### config.mk
export PLATFORM = sky130hd
export DESIGN_NAME = shared_resource_rr_n_flat
export DESIGN_NICKNAME = d
export VERILOG_FILES = /design/src/rtl/shared_res_pkg.sv /design/src/rtl/shared_resource_rr_n_if.sv /design/src/rtl/buffer_slots.sv /design/src/rtl/rr_arbiter_n.sv /design/src/rtl/shared_resource.sv /design/src/rtl/shared_resource_rr_n.sv /design/src/flat_wrapper.sv
export SDC_FILE = /design/constraint.sdc
export NUM_CORES = 1
export LEC_CHECK = 0
export CORE_ASPECT_RATIO = 1.1
export CORE_MARGIN = 1.5
export CORE_UTILIZATION = 55
export CTS_CLUSTER_SIZE = 24
export DETAILED_ROUTE_END_ITERATION = 8
export PLACE_DENSITY_LB_ADDON = 0.1
export SLEW_MARGIN = 20
export SYNTH_ARGS = -nofsm -noshare
export SYNTH_HDL_FRONTEND = slang
export SYNTH_SLANG_ARGS = --single-unit
### constraint.sdc
create_clock -name clk -period 5.95 [get_ports clk]
set_input_delay 0.595 -clock clk [delete_from_list [all_inputs] [get_ports clk]]
set_output_delay 0.595 -clock clk [all_outputs]
set_load 0.05 [all_outputs]
### src/rtl/shared_res_pkg.sv
// Shared types, limits and helpers for the N-channel shared_resource front end.
package shared_res_pkg;

  localparam int unsigned DEF_DATA_W = 32;
  localparam int unsigned NUM_CH_MAX = 8;

  typedef logic [DEF_DATA_W-1:0]         lane_t;
  typedef logic [$clog2(NUM_CH_MAX)-1:0] ch_idx_t;

  // Round-robin pointer increment, wrapping at num_ch.
  function automatic ch_idx_t idx_next(input ch_idx_t p, input int unsigned num_ch);
    if (32'(p) + 32'd1 >= num_ch) return '0;
    return p + ch_idx_t'(1);
  endfunction

endpackage

### src/rtl/shared_resource_rr_n_if.sv
// Client-side bundle of the N-channel front end; clock and reset stay outside.
interface shared_resource_rr_n_if #(
  parameter int unsigned NUM_CH = 4,
  parameter int unsigned DATA_W = 32,
  parameter int unsigned DEPTH  = 2,
  parameter int unsigned CNT_W  = $clog2(DEPTH + 1)
);
  logic [NUM_CH*DATA_W-1:0] in_data;
  logic [NUM_CH-1:0]        in_valid;
  logic [NUM_CH-1:0]        in_flush;
  logic [NUM_CH-1:0]        in_stall;
  logic [NUM_CH-1:0]        out_stall;
  logic [NUM_CH-1:0]        out_valid;
  logic [NUM_CH-1:0]        out_flush;
  logic [NUM_CH*DATA_W-1:0] out_data;
  logic [NUM_CH*CNT_W-1:0]  out_count;
  logic [NUM_CH-1:0]        out_grant;

  modport master (
    output in_data, in_valid, in_flush, in_stall,
    input  out_stall, out_valid, out_flush, out_data, out_count, out_grant
  );

  modport slave (
    input  in_data, in_valid, in_flush, in_stall,
    output out_stall, out_valid, out_flush, out_data, out_count, out_grant
  );
endinterface

### src/rtl/buffer_slots.sv
// Per-channel skid FIFO with registered full flag and synchronous flush.
module buffer_slots #(
  parameter int unsigned DATA_W = 32,
  parameter int unsigned DEPTH  = 2,
  parameter int unsigned CNT_W  = $clog2(DEPTH + 1)
) (
  input  logic              clk_i,
  input  logic              rst_ni,
  input  logic              flush_i,
  input  logic              enq_i,
  input  logic              deq_i,
  input  logic [DATA_W-1:0] wdata_i,
  output logic [DATA_W-1:0] rdata_o,
  output logic              empty_o,
  output logic              full_o,
  output logic [CNT_W-1:0]  count_o
);
  localparam int unsigned PtrW = (DEPTH > 1) ? $clog2(DEPTH) : 1;
  typedef logic [PtrW-1:0] ptr_t;

  logic [DATA_W-1:0] mem_q [DEPTH];
  ptr_t              wr_ptr_q, wr_ptr_d, rd_ptr_q, rd_ptr_d;
  logic [CNT_W-1:0]  count_q, count_d;
  logic              full_q, full_d;

  function automatic ptr_t ptr_inc(input ptr_t p);
    return (32'(p) == DEPTH - 1) ? '0 : p + ptr_t'(1);
  endfunction

  always_comb begin
    wr_ptr_d = wr_ptr_q;
    rd_ptr_d = rd_ptr_q;
    count_d  = count_q;
    if (flush_i) begin
      wr_ptr_d = '0;
      rd_ptr_d = '0;
      count_d  = '0;
    end else begin
      if (enq_i) wr_ptr_d = ptr_inc(wr_ptr_q);
      if (deq_i) rd_ptr_d = ptr_inc(rd_ptr_q);
      case ({enq_i, deq_i})
        2'b10:   count_d = count_q + CNT_W'(1);
        2'b01:   count_d = count_q - CNT_W'(1);
        default: count_d = count_q;
      endcase
    end
    full_d = (count_d == CNT_W'(DEPTH));
  end

  always_ff @(posedge clk_i or negedge rst_ni) begin
    if (!rst_ni) begin
      wr_ptr_q <= '0;
      rd_ptr_q <= '0;
      count_q  <= '0;
      full_q   <= 1'b0;
      for (int k = 0; k < DEPTH; k++) mem_q[k] <= '0;
    end else begin
      wr_ptr_q <= wr_ptr_d;
      rd_ptr_q <= rd_ptr_d;
      count_q  <= count_d;
      full_q   <= full_d;
      if (enq_i && !flush_i) mem_q[wr_ptr_q] <= wdata_i;
    end
  end

  assign rdata_o = mem_q[rd_ptr_q];
  assign empty_o = (count_q == '0);
  assign full_o  = full_q;
  assign count_o = count_q;
endmodule

### src/rtl/rr_arbiter_n.sv
// Round-robin arbiter: one-hot grant, search starts at the pointer it owns.
module rr_arbiter_n
  import shared_res_pkg::*;
#(
  parameter int unsigned NUM_CH = 4
) (
  input  logic              clk_i,
  input  logic              rst_ni,
  input  logic [NUM_CH-1:0] req_i,
  output logic [NUM_CH-1:0] grant_o
);
  localparam int unsigned IdxW = (NUM_CH > 1) ? $clog2(NUM_CH) : 1;
  typedef logic [IdxW-1:0] lidx_t;

  lidx_t ptr_q, ptr_d, idx;
  logic  found;

  always_comb begin
    grant_o = '0;
    found   = 1'b0;
    idx     = ptr_q;
    ptr_d   = ptr_q;
    for (int unsigned k = 0; k < NUM_CH; k++) begin
      if (!found && req_i[idx]) begin
        grant_o[idx] = 1'b1;
        found        = 1'b1;
        ptr_d        = lidx_t'(idx_next(ch_idx_t'(idx), NUM_CH));
      end
      idx = lidx_t'(idx_next(ch_idx_t'(idx), NUM_CH));
    end
  end

  always_ff @(posedge clk_i or negedge rst_ni) begin
    if (!rst_ni) ptr_q <= '0;
    else         ptr_q <= ptr_d;
  end
endmodule

### src/rtl/shared_resource.sv
// The shared combinational datapath: rotate left by 4, then flip bit 0.
module shared_resource #(
  parameter int unsigned DATA_W = 32
) (
  input  logic [DATA_W-1:0] a_i,
  output logic [DATA_W-1:0] y_o
);
  assign y_o = {a_i[DATA_W-5:0], a_i[DATA_W-1 -: 4]} ^ DATA_W'(1);
endmodule

### src/rtl/shared_resource_rr_n.sv
// N-channel front end: per-channel skid FIFOs, round-robin access to one
// shared_resource datapath, registered per-channel result stage.
module shared_resource_rr_n
  import shared_res_pkg::*;
#(
  parameter int unsigned NUM_CH = 4,
  parameter int unsigned DATA_W = DEF_DATA_W,
  parameter int unsigned DEPTH  = 2,
  parameter int unsigned CNT_W  = $clog2(DEPTH + 1)
) (
  input logic                  clk,
  input logic                  reset_n,
  shared_resource_rr_n_if.slave bus
);
  logic [NUM_CH-1:0]        empty, full, enq, deq, req, ready, grant;
  logic [DATA_W-1:0]        head [NUM_CH];
  logic [DATA_W-1:0]        cand [NUM_CH];
  logic [CNT_W-1:0]         count [NUM_CH];
  logic [NUM_CH*CNT_W-1:0]  count_flat;
  logic [DATA_W-1:0]        res_in, res_out;

  logic [NUM_CH-1:0]        out_valid_q, out_valid_d, out_flush_q, out_flush_d;
  logic [NUM_CH*DATA_W-1:0] out_data_q, out_data_d;

  for (genvar i = 0; i < NUM_CH; i++) begin : g_ch
    buffer_slots #(
      .DATA_W (DATA_W),
      .DEPTH  (DEPTH),
      .CNT_W  (CNT_W)
    ) u_buf (
      .clk_i   (clk),
      .rst_ni  (reset_n),
      .flush_i (bus.in_flush[i]),
      .enq_i   (enq[i]),
      .deq_i   (deq[i]),
      .wdata_i (bus.in_data[i*DATA_W +: DATA_W]),
      .rdata_o (head[i]),
      .empty_o (empty[i]),
      .full_o  (full[i]),
      .count_o (count[i])
    );
  end

  // Requests are masked by reset_n so the grant reads zero during reset.
  always_comb begin
    count_flat = '0;
    for (int i = 0; i < NUM_CH; i++) begin
      cand[i]  = empty[i] ? bus.in_data[i*DATA_W +: DATA_W] : head[i];
      ready[i] = !(out_valid_q[i] && bus.in_stall[i]);
      req[i]   = (!empty[i] || bus.in_valid[i]) && ready[i] && !bus.in_flush[i] && reset_n;
      count_flat[i*CNT_W +: CNT_W] = count[i];
    end
  end

  rr_arbiter_n #(
    .NUM_CH (NUM_CH)
  ) u_arb (
    .clk_i   (clk),
    .rst_ni  (reset_n),
    .req_i   (req),
    .grant_o (grant)
  );

  always_comb begin
    res_in = '0;
    for (int i = 0; i < NUM_CH; i++) begin
      if (grant[i]) res_in = res_in | cand[i];
      deq[i] = grant[i] && !empty[i];
      enq[i] = bus.in_valid[i] && !full[i] && !bus.in_flush[i] && !(grant[i] && empty[i]);
    end
  end

  shared_resource #(
    .DATA_W (DATA_W)
  ) u_res (
    .a_i (res_in),
    .y_o (res_out)
  );

  always_comb begin
    out_data_d  = out_data_q;
    out_valid_d = '0;
    out_flush_d = bus.in_flush;
    for (int i = 0; i < NUM_CH; i++) begin
      if (bus.in_flush[i])                          out_valid_d[i] = 1'b0;
      else if (out_valid_q[i] && bus.in_stall[i])   out_valid_d[i] = 1'b1;
      else                                          out_valid_d[i] = grant[i];
      if (grant[i]) out_data_d[i*DATA_W +: DATA_W] = res_out;
    end
  end

  always_ff @(posedge clk or negedge reset_n) begin
    if (!reset_n) begin
      out_valid_q <= '0;
      out_flush_q <= '0;
      out_data_q  <= '0;
    end else begin
      out_valid_q <= out_valid_d;
      out_flush_q <= out_flush_d;
      out_data_q  <= out_data_d;
    end
  end

  assign bus.out_stall = full;
  assign bus.out_valid = out_valid_q;
  assign bus.out_flush = out_flush_q;
  assign bus.out_data  = out_data_q;
  assign bus.out_count = count_flat;
  assign bus.out_grant = grant;
endmodule

### src/flat_wrapper.sv
// flat-port wrapper written by rule: the top's interface ports become plain ports
module shared_resource_rr_n_flat import shared_res_pkg::*;
#(
  parameter int unsigned NUM_CH = 4,
  parameter int unsigned DATA_W = DEF_DATA_W,
  parameter int unsigned DEPTH  = 2,
  parameter int unsigned CNT_W  = $clog2(DEPTH + 1)
)
  (clk, reset_n, bus_in_data, bus_in_valid, bus_in_flush, bus_in_stall, bus_out_stall, bus_out_valid, bus_out_flush, bus_out_data, bus_out_count, bus_out_grant);
  shared_resource_rr_n_if #(.NUM_CH(NUM_CH), .DATA_W(DATA_W), .DEPTH(DEPTH), .CNT_W(CNT_W)) bus_i ();
  input logic clk;
  input logic reset_n;
  input wire logic [$bits(bus_i.in_data)-1:0] bus_in_data;
  input wire logic [$bits(bus_i.in_valid)-1:0] bus_in_valid;
  input wire logic [$bits(bus_i.in_flush)-1:0] bus_in_flush;
  input wire logic [$bits(bus_i.in_stall)-1:0] bus_in_stall;
  output wire logic [$bits(bus_i.out_stall)-1:0] bus_out_stall;
  output wire logic [$bits(bus_i.out_valid)-1:0] bus_out_valid;
  output wire logic [$bits(bus_i.out_flush)-1:0] bus_out_flush;
  output wire logic [$bits(bus_i.out_data)-1:0] bus_out_data;
  output wire logic [$bits(bus_i.out_count)-1:0] bus_out_count;
  output wire logic [$bits(bus_i.out_grant)-1:0] bus_out_grant;
  assign bus_i.in_data = bus_in_data;
  assign bus_i.in_valid = bus_in_valid;
  assign bus_i.in_flush = bus_in_flush;
  assign bus_i.in_stall = bus_in_stall;
  assign bus_out_stall = bus_i.out_stall;
  assign bus_out_valid = bus_i.out_valid;
  assign bus_out_flush = bus_i.out_flush;
  assign bus_out_data = bus_i.out_data;
  assign bus_out_count = bus_i.out_count;
  assign bus_out_grant = bus_i.out_grant;
  shared_resource_rr_n #(.NUM_CH(NUM_CH), .DATA_W(DATA_W), .DEPTH(DEPTH), .CNT_W(CNT_W)) u_core (.clk(clk), .reset_n(reset_n), .bus(bus_i));
endmodule
==> results of run 1 <==
[cells in the final DEF (no fill, tap or decap), drive strengths merged, types with 3 or more instances in the layout]
master and n:
nand2 109, mux2 257, clkinv 11, o211ai 35, a22oi 36, ha 11, clkdlybuf4s50 292, inv 10
a31oi 101, o21ai 113, nand3 12, or3 8, o22a 42, clkbuf 66, nor3 8, diode 6
a21oi 138, nor2 161, or2 3, nand2b 5, a21o 3, buf 30, dfrtp 414, a22o 14
nor2b 5, xor2 4, xnor2 9, mux2i 128, and3 7, o2111ai 3
[layout make-up]
class / instances / area [µm²] / area share (%)
multi-input combinational: 1233 / 9030 / 36.6
inverter: 12 / 51.3 / 0.208
timing repair buffer: 322 / 3180 / 12.9
tap: 487 / 609 / 2.47
clock inverter: 12 / 116 / 0.472
clock buffer: 66 / 1280 / 5.20
sequential: 414 / 10400 / 42.0
antenna: 6 / 15.0 / 0.0609
[state kept, by name (all words and copies together) (netlist names)]
| register | flops |
|---|---|
| u_core.g_ch.u_buf.mem_q | 256 |
| u_core.bus.out_data | 128 |
| u_core.g_ch.u_buf.count_o | 8 |
| u_core.bus.out_flush | 4 |
| u_core.bus.out_valid | 4 |
| u_core.g_ch.u_buf.full_o | 4 |
| u_core.g_ch.u_buf.rd_ptr_q | 4 |
| u_core.g_ch.u_buf.wr_ptr_q | 4 |
| u_core.u_arb.ptr_q | 2 |
[routing by layer]
| layer | global-route usage [%] | vias up | wire length [µm] |
|---|---|---|---|
| li1 | - | 7014 | - |
| met1 | 43.0 | 7741 | 24700 |
| met2 | 50.4 | 576 | 27900 |
| met3 | 6.92 | 117 | 4460 |
| met4 | 12.4 | 18 | 2260 |
| met5 | 0 | - | 126 |
[per-stage QoR]
step / cell area [µm²] / utilization (%)
2_1_floorplan: 20000 / -
3_3_place_gp: 23200 / 64.5
3_5_place_dp: 23200 / 64.5
4_1_cts: 24600 / 68.4
5_1_grt: 24600 / 68.5
6_report: 24700 / 68.5
[path summary, 6_finish.rpt]
path | startpoint | to | slack [ns] | depth (start not counted)
max | bus_in_valid[2] | bus_out_grant[0] | 1.05 | 9
min | reset_n | u_core.g_ch[3].u_buf.count_o[0]$_DFF_PN0_ | -0.01 | 1
min in group clk | u_core.g_ch[0].u_buf.mem_q[38]$_DFFE_PN0P_ | u_core.g_ch[0].u_buf.mem_q[38]$_DFFE_PN0P_ | 0.48 | 1
min reg2reg | u_core.g_ch[0].u_buf.mem_q[38]$_DFFE_PN0P_ | u_core.g_ch[0].u_buf.mem_q[38]$_DFFE_PN0P_ | 0.48 | 1
max reg2reg | u_core.g_ch[0].u_buf.count_o[0]$_DFF_PN0_ | u_core.g_ch[0].u_buf.full_o$_DFF_PN0_ | 1.58 | 13
max in group asynchronous | reset_n | u_core.g_ch[1].u_buf.mem_q[53]$_DFFE_PN0P_ | 3.95 | 3
[cell families (layout without fill, tap and decap cells)]
logic type / count (synthesis) / after routing / synth area share (%)
AO/OA/AOI/OAI: 499 / 499 / 15.7
adder cells (fa/ha/maj): 11 / 11 / 0.688
AND/OR/NAND/NOR: 323 / 323 / 6.70
buffers and inverters: 145 / 412 / 3.44
flip-flops: 414 / 414 / 51.8
other: 0 / 6 / 0
multiplexers: 387 / 387 / 21.1
XOR/XNOR: 13 / 13 / 0.570
==> results_dict.tcl, run 1 <==
set metrics [dict create \
    yosys.cell_types.count 55 \
    synth.most_common_cell "dfrtp_1" \
    yosysTopAreaCell "dfrtp_1" \
    worst_setup_path_start_kind "input port" \
    timing.hold.ws_ns -0.0139 \
    worst_path_max_delay_cell "clkdlybuf4s50_1" \
    clk-insertion-delay-late_ns 0.55 \
    vias_per_cell 6.06 \
    drv_cap 0 \
    dr.first_iter.drc_count 1195 \
    num-fill-cells 2752 \
    synthesis.area_um2 20000 \
    crit_arrival_ns 4.30 \
    cts_hold_buf 0 \
    crit_fanout 34 \
    die_w_um 185 \
    core.rowCount 73 \
    cts.sinks 414 \
    path_cells "clkdlybuf4s50_1 -> or3_4 -> and3_1 -> mux4_2 -> a221oi_4 -> nand2_1 -> o21a_2 -> inv_4 -> clkdlybuf4s50_1" \
    grt_pass1_vias 15100 \
    fin_crit_sh_pct 82.3 \
    violations "hold timing" \
    ys_seq_area_share_pct 51.8 \
    place_ws_ns 1.05 \
    tightest_slew_ns 1.16 \
    postCtsSetupBuffers 0 \
    cp.buffers_inverters 3 \
    cp_slowest_stage_delay_ns 0.88 \
    clock.fmax_ghz 0.204 \
    fin_ws_ns 1.05 \
    cp_top_family "buffers and inverters" \
    vias 15500 \
    ios 294 \
    outcome "finished, violations left" \
    synth-async-reset-ratio_pct 100 \
    die-area_um2 37500 \
    fin_cells 2552 \
    worstSetupEndpointType "primary output" \
    max_slew_margin_pct 22.8 \
    grt_antenna_before_repair 15 \
    ctsRootBufferMaster "clkbuf_16" \
    start_util_pct 55.6 \
    synthCells 1792 \
    first_pass_iters 5 \
    cts_resized 0 \
    path_clk_slew_ns 0.06 \
    grt_pass1_wl_mm 90.1 \
    nets 2179 \
    grt_max_degree 99 \
    area_growth_pct 23.3 \
    maxSlewViolCount 0 \
    hpwl_mm 41.6 \
    htree_levels 2 \
    postRouteWirelength_mm 59.5 \
    die_y_um 203 \
    wire_per_inst_um 23.3 \
    final.setup.tns_ns 0 \
    rsz0062_at_grt "false" \
    synth-main-ff-cell "dfrtp_1" \
    clock_path_buffers 3 \
    hp-class "in -> async" \
    ys_top_cells_by_count "414 x dfrtp_1, 161 x nor2_1, 153 x mux2_2, 138 x a21oi_1, 128 x mux2i_1" \
    antenna_left 0 \
    drcViolationCount 0 \
    place.gp.congestion 0.871 \
    worstPathRequired_ns 5.36 \
    portBuffers 293 \
    ys_ff_latch 414 \
    cpMostUsedCell "clkdlybuf4s50_1" \
    synth_warnings 0 \
    drive_gt1_share_pct 13.7 \
    cts_buffers 43 \
    period_needed_ns 4.90 \
    dpl.cell_count 2467 \
    path_class "in -> out" \
    overflow 0 \
    synthesis.nets 1945 \
    ys_top_cells_by_area "dfrtp_1 52%, mux2_2 8.6%, mux2i_1 6.4%" \
    hold_viol_final 5 \
    finalSetupViolations 0 \
    grt.total_usage_pct 31.9 \
    synth_edf_count 0 \
    synth_top_area_share_pct 51.8 \
    cts_tree "built" \
    skew_ns 0.0219 \
    syn_avg_cell_area_um2 11.2 \
    core-area_um2 36000 \
]
Power of run 1 is not shown: default switching activity piles up to over one toggle a cycle in this logic, so the estimate is an artifact.
==> run 2, diff against run 1 <==
==> constraint.sdc (replaced) <==
create_clock -name clk -period 5 [get_ports clk]
set_input_delay 0.5 -clock clk [delete_from_list [all_inputs] [get_ports clk]]
set_output_delay 0.5 -clock clk [all_outputs]
set_load 0.05 [all_outputs]
==> run 2 against run 1 <==
Compared with the run above:
- the run now ends clean
- worst hold slack better by 0.41 ns
- global-route usage is 0.33 points lower
- register-to-register slack worse by 0.57 ns
- clock-buffer cell count is 2 lower
- sequential cell count stayed put
- die area stayed put
- setup slack worse by 0.61 ns
- first-iteration DRC count is 7.2% lower
- cell count is 0.27% higher
- clock skew is 0.0055 ns lower
- critical path depth is 2 higher
- critical endpoint is now bus_out_grant[2]
==> results_dict.tcl, run 2 (synthesis results as in run 1) <==
set metrics [dict create \
    hold_viol_final 0 \
    grt_pass1_wl_mm 89.0 \
    vias_per_cell 6.03 \
    htree_levels 2 \
    clk-insertion-delay-late_ns 0.56 \
    postRouteWirelength_mm 58.5 \
    largest_register_ffs 256 \
    core-area_um2 36000 \
    clock.fmax_ghz 0.219 \
    grt_antenna_before_repair 7 \
    maxSlewViolCount 0 \
    core.rowCount 73 \
    dr.first_iter.drc_count 1109 \
    regToRegStartpoint "u_core.u_arb.ptr_q[1]$_DFFE_PN0P_" \
    wire_per_inst_um 22.9 \
    tightest_slew_ns 1.13 \
    die_y_um 203 \
    path_clk_slew_ns 0.06 \
    r2r_cells 14 \
    start_util_pct 55.6 \
    crit_arrival_ns 4.06 \
    place.gp.congestion 0.845 \
    layout_commonest_cell "dfrtp_1" \
    drcViolationCount 0 \
    clock_path_buffers 3 \
    ios 294 \
    rsz0062_at_grt "false" \
    drive_gt1_share_pct 14.3 \
    crit_fanout 104 \
    worstPathRequired_ns 4.50 \
    skew_ns 0.0164 \
    antenna_left 0 \
    worst_setup_path_start_kind "input port" \
    final.setup.tns_ns 0 \
    outcome "finished clean" \
    ctsRootBufferMaster "clkbuf_16" \
    first_pass_iters 5 \
    final_cell_mix "410 x dfrtp_1, 288 x clkdlybuf4s50_1, 156 x nor2_1, 153 x mux2_2, 138 x a21oi_1" \
    grt_pass1_vias 15000 \
    vias 15400 \
    cts_resized 0 \
    grt.total_usage_pct 31.5 \
    finalSetupViolations 0 \
    die_w_um 185 \
    cp-startpoint "reset_n" \
    portBuffers 293 \
    overflow 0 \
    period_needed_ns 4.56 \
    worstSetupEndpointType "primary output" \
    cts_tree "built" \
    cts_buffers 43 \
    postCtsSetupBuffers 0 \
    area_growth_pct 24.2 \
    max_slew_margin_pct 23.9 \
    hp-class "in -> async" \
    regMostFlops "u_core.g_ch.u_buf.mem_q" \
    hpwl_mm 41.5 \
    path_class "in -> out" \
    die-area_um2 37500 \
    r2r-end "u_core.g_ch[2].u_buf.full_o$_DFF_PN0_" \
    cts.sinks 414 \
    rrSetupSlack_ns 1.01 \
    drv_cap 0 \
    fin_crit_sh_pct 91.2 \
    grt_max_degree 105 \
    nets 2188 \
]
-- run 2: cell count changes in the layout (fill, tap and decap cells not counted), moves of 2 or more --
cell	before	now
clkinv_2	11	13
buf_12	0	11
clkbuf_1	11	9
diode_2	6	4
clkdlybuf4s50_1	292	288
clkbuf_16	43	45
clkbuf_8	12	10
buf_4	27	30
-- run 2: layer usage --
layer  track usage, %  wire length [µm]  vias up
met4             12.7              2370        6
li1                 -                 -     7025
met5                0                37        -
met1             42.9             24900     7750
met3             5.43              3910       97
met2             50.3             27300      559
-- run 2: layout make-up --
cell class	instances	area [µm²]
tap	487	609
antenna	4	10.0
clock inverter	14	104
timing repair buffer	331	3350
multi-input combinational	1233	9030
sequential	414	10400
fill	2757	11200
clock buffer	64	1300
inverter	12	51.3
-- run 2: what timing repair did --
| item | CTS | global route |
|---|---|---|
| hold buffers | 1 | 0 |
| endpoints found under the hold margin | 24 | 0 |
| endpoints found under the setup margin | 0 | 0 |
-- run 2: stage by stage --
stage	hold WS, ns	instances	setup slack, ns	instance area, µm²	utilization, %
finish	0.392	2559	0.440	24800	69.0
global route	0.408	2557	0.136	24800	69.0
floorplan	0.204	1792	1.43	20000	-
CTS	0.394	2555	0.481	24800	68.9
global placement	0.376	2476	0.673	23400	65.0
detailed placement	0.377	2476	0.581	23400	65.0
-- run 2: critical path: stages --
cell and delay, ns:
dlygate4sd3_1 0.56, buf_8 0.26, inv_1 0.11, o41ai_1 0.50, o221ai_1 0.34, nand3_1 0.17
nand3_1 0.10, a22oi_2 0.69, clkinv_2 0.20, buf_12 0.28, buf_12 0.24
-- run 2: how the worst max path moves through the flow --
stage                                                       to  slack [ns]  depth (start not counted)
floorplan                                     bus_out_grant[1]        1.43                          9
global placement    u_core.g_ch[2].u_buf.mem_q[54]$_DFFE_PN0P_        0.67                          9
detailed placement  u_core.g_ch[2].u_buf.mem_q[43]$_DFFE_PN0P_        0.58                          9
CTS                                           bus_out_grant[2]        0.48                         11
global route                                  bus_out_grant[2]        0.14                         11
finish                                        bus_out_grant[2]        0.44                         11
Power of run 2 is left out for the same reason.
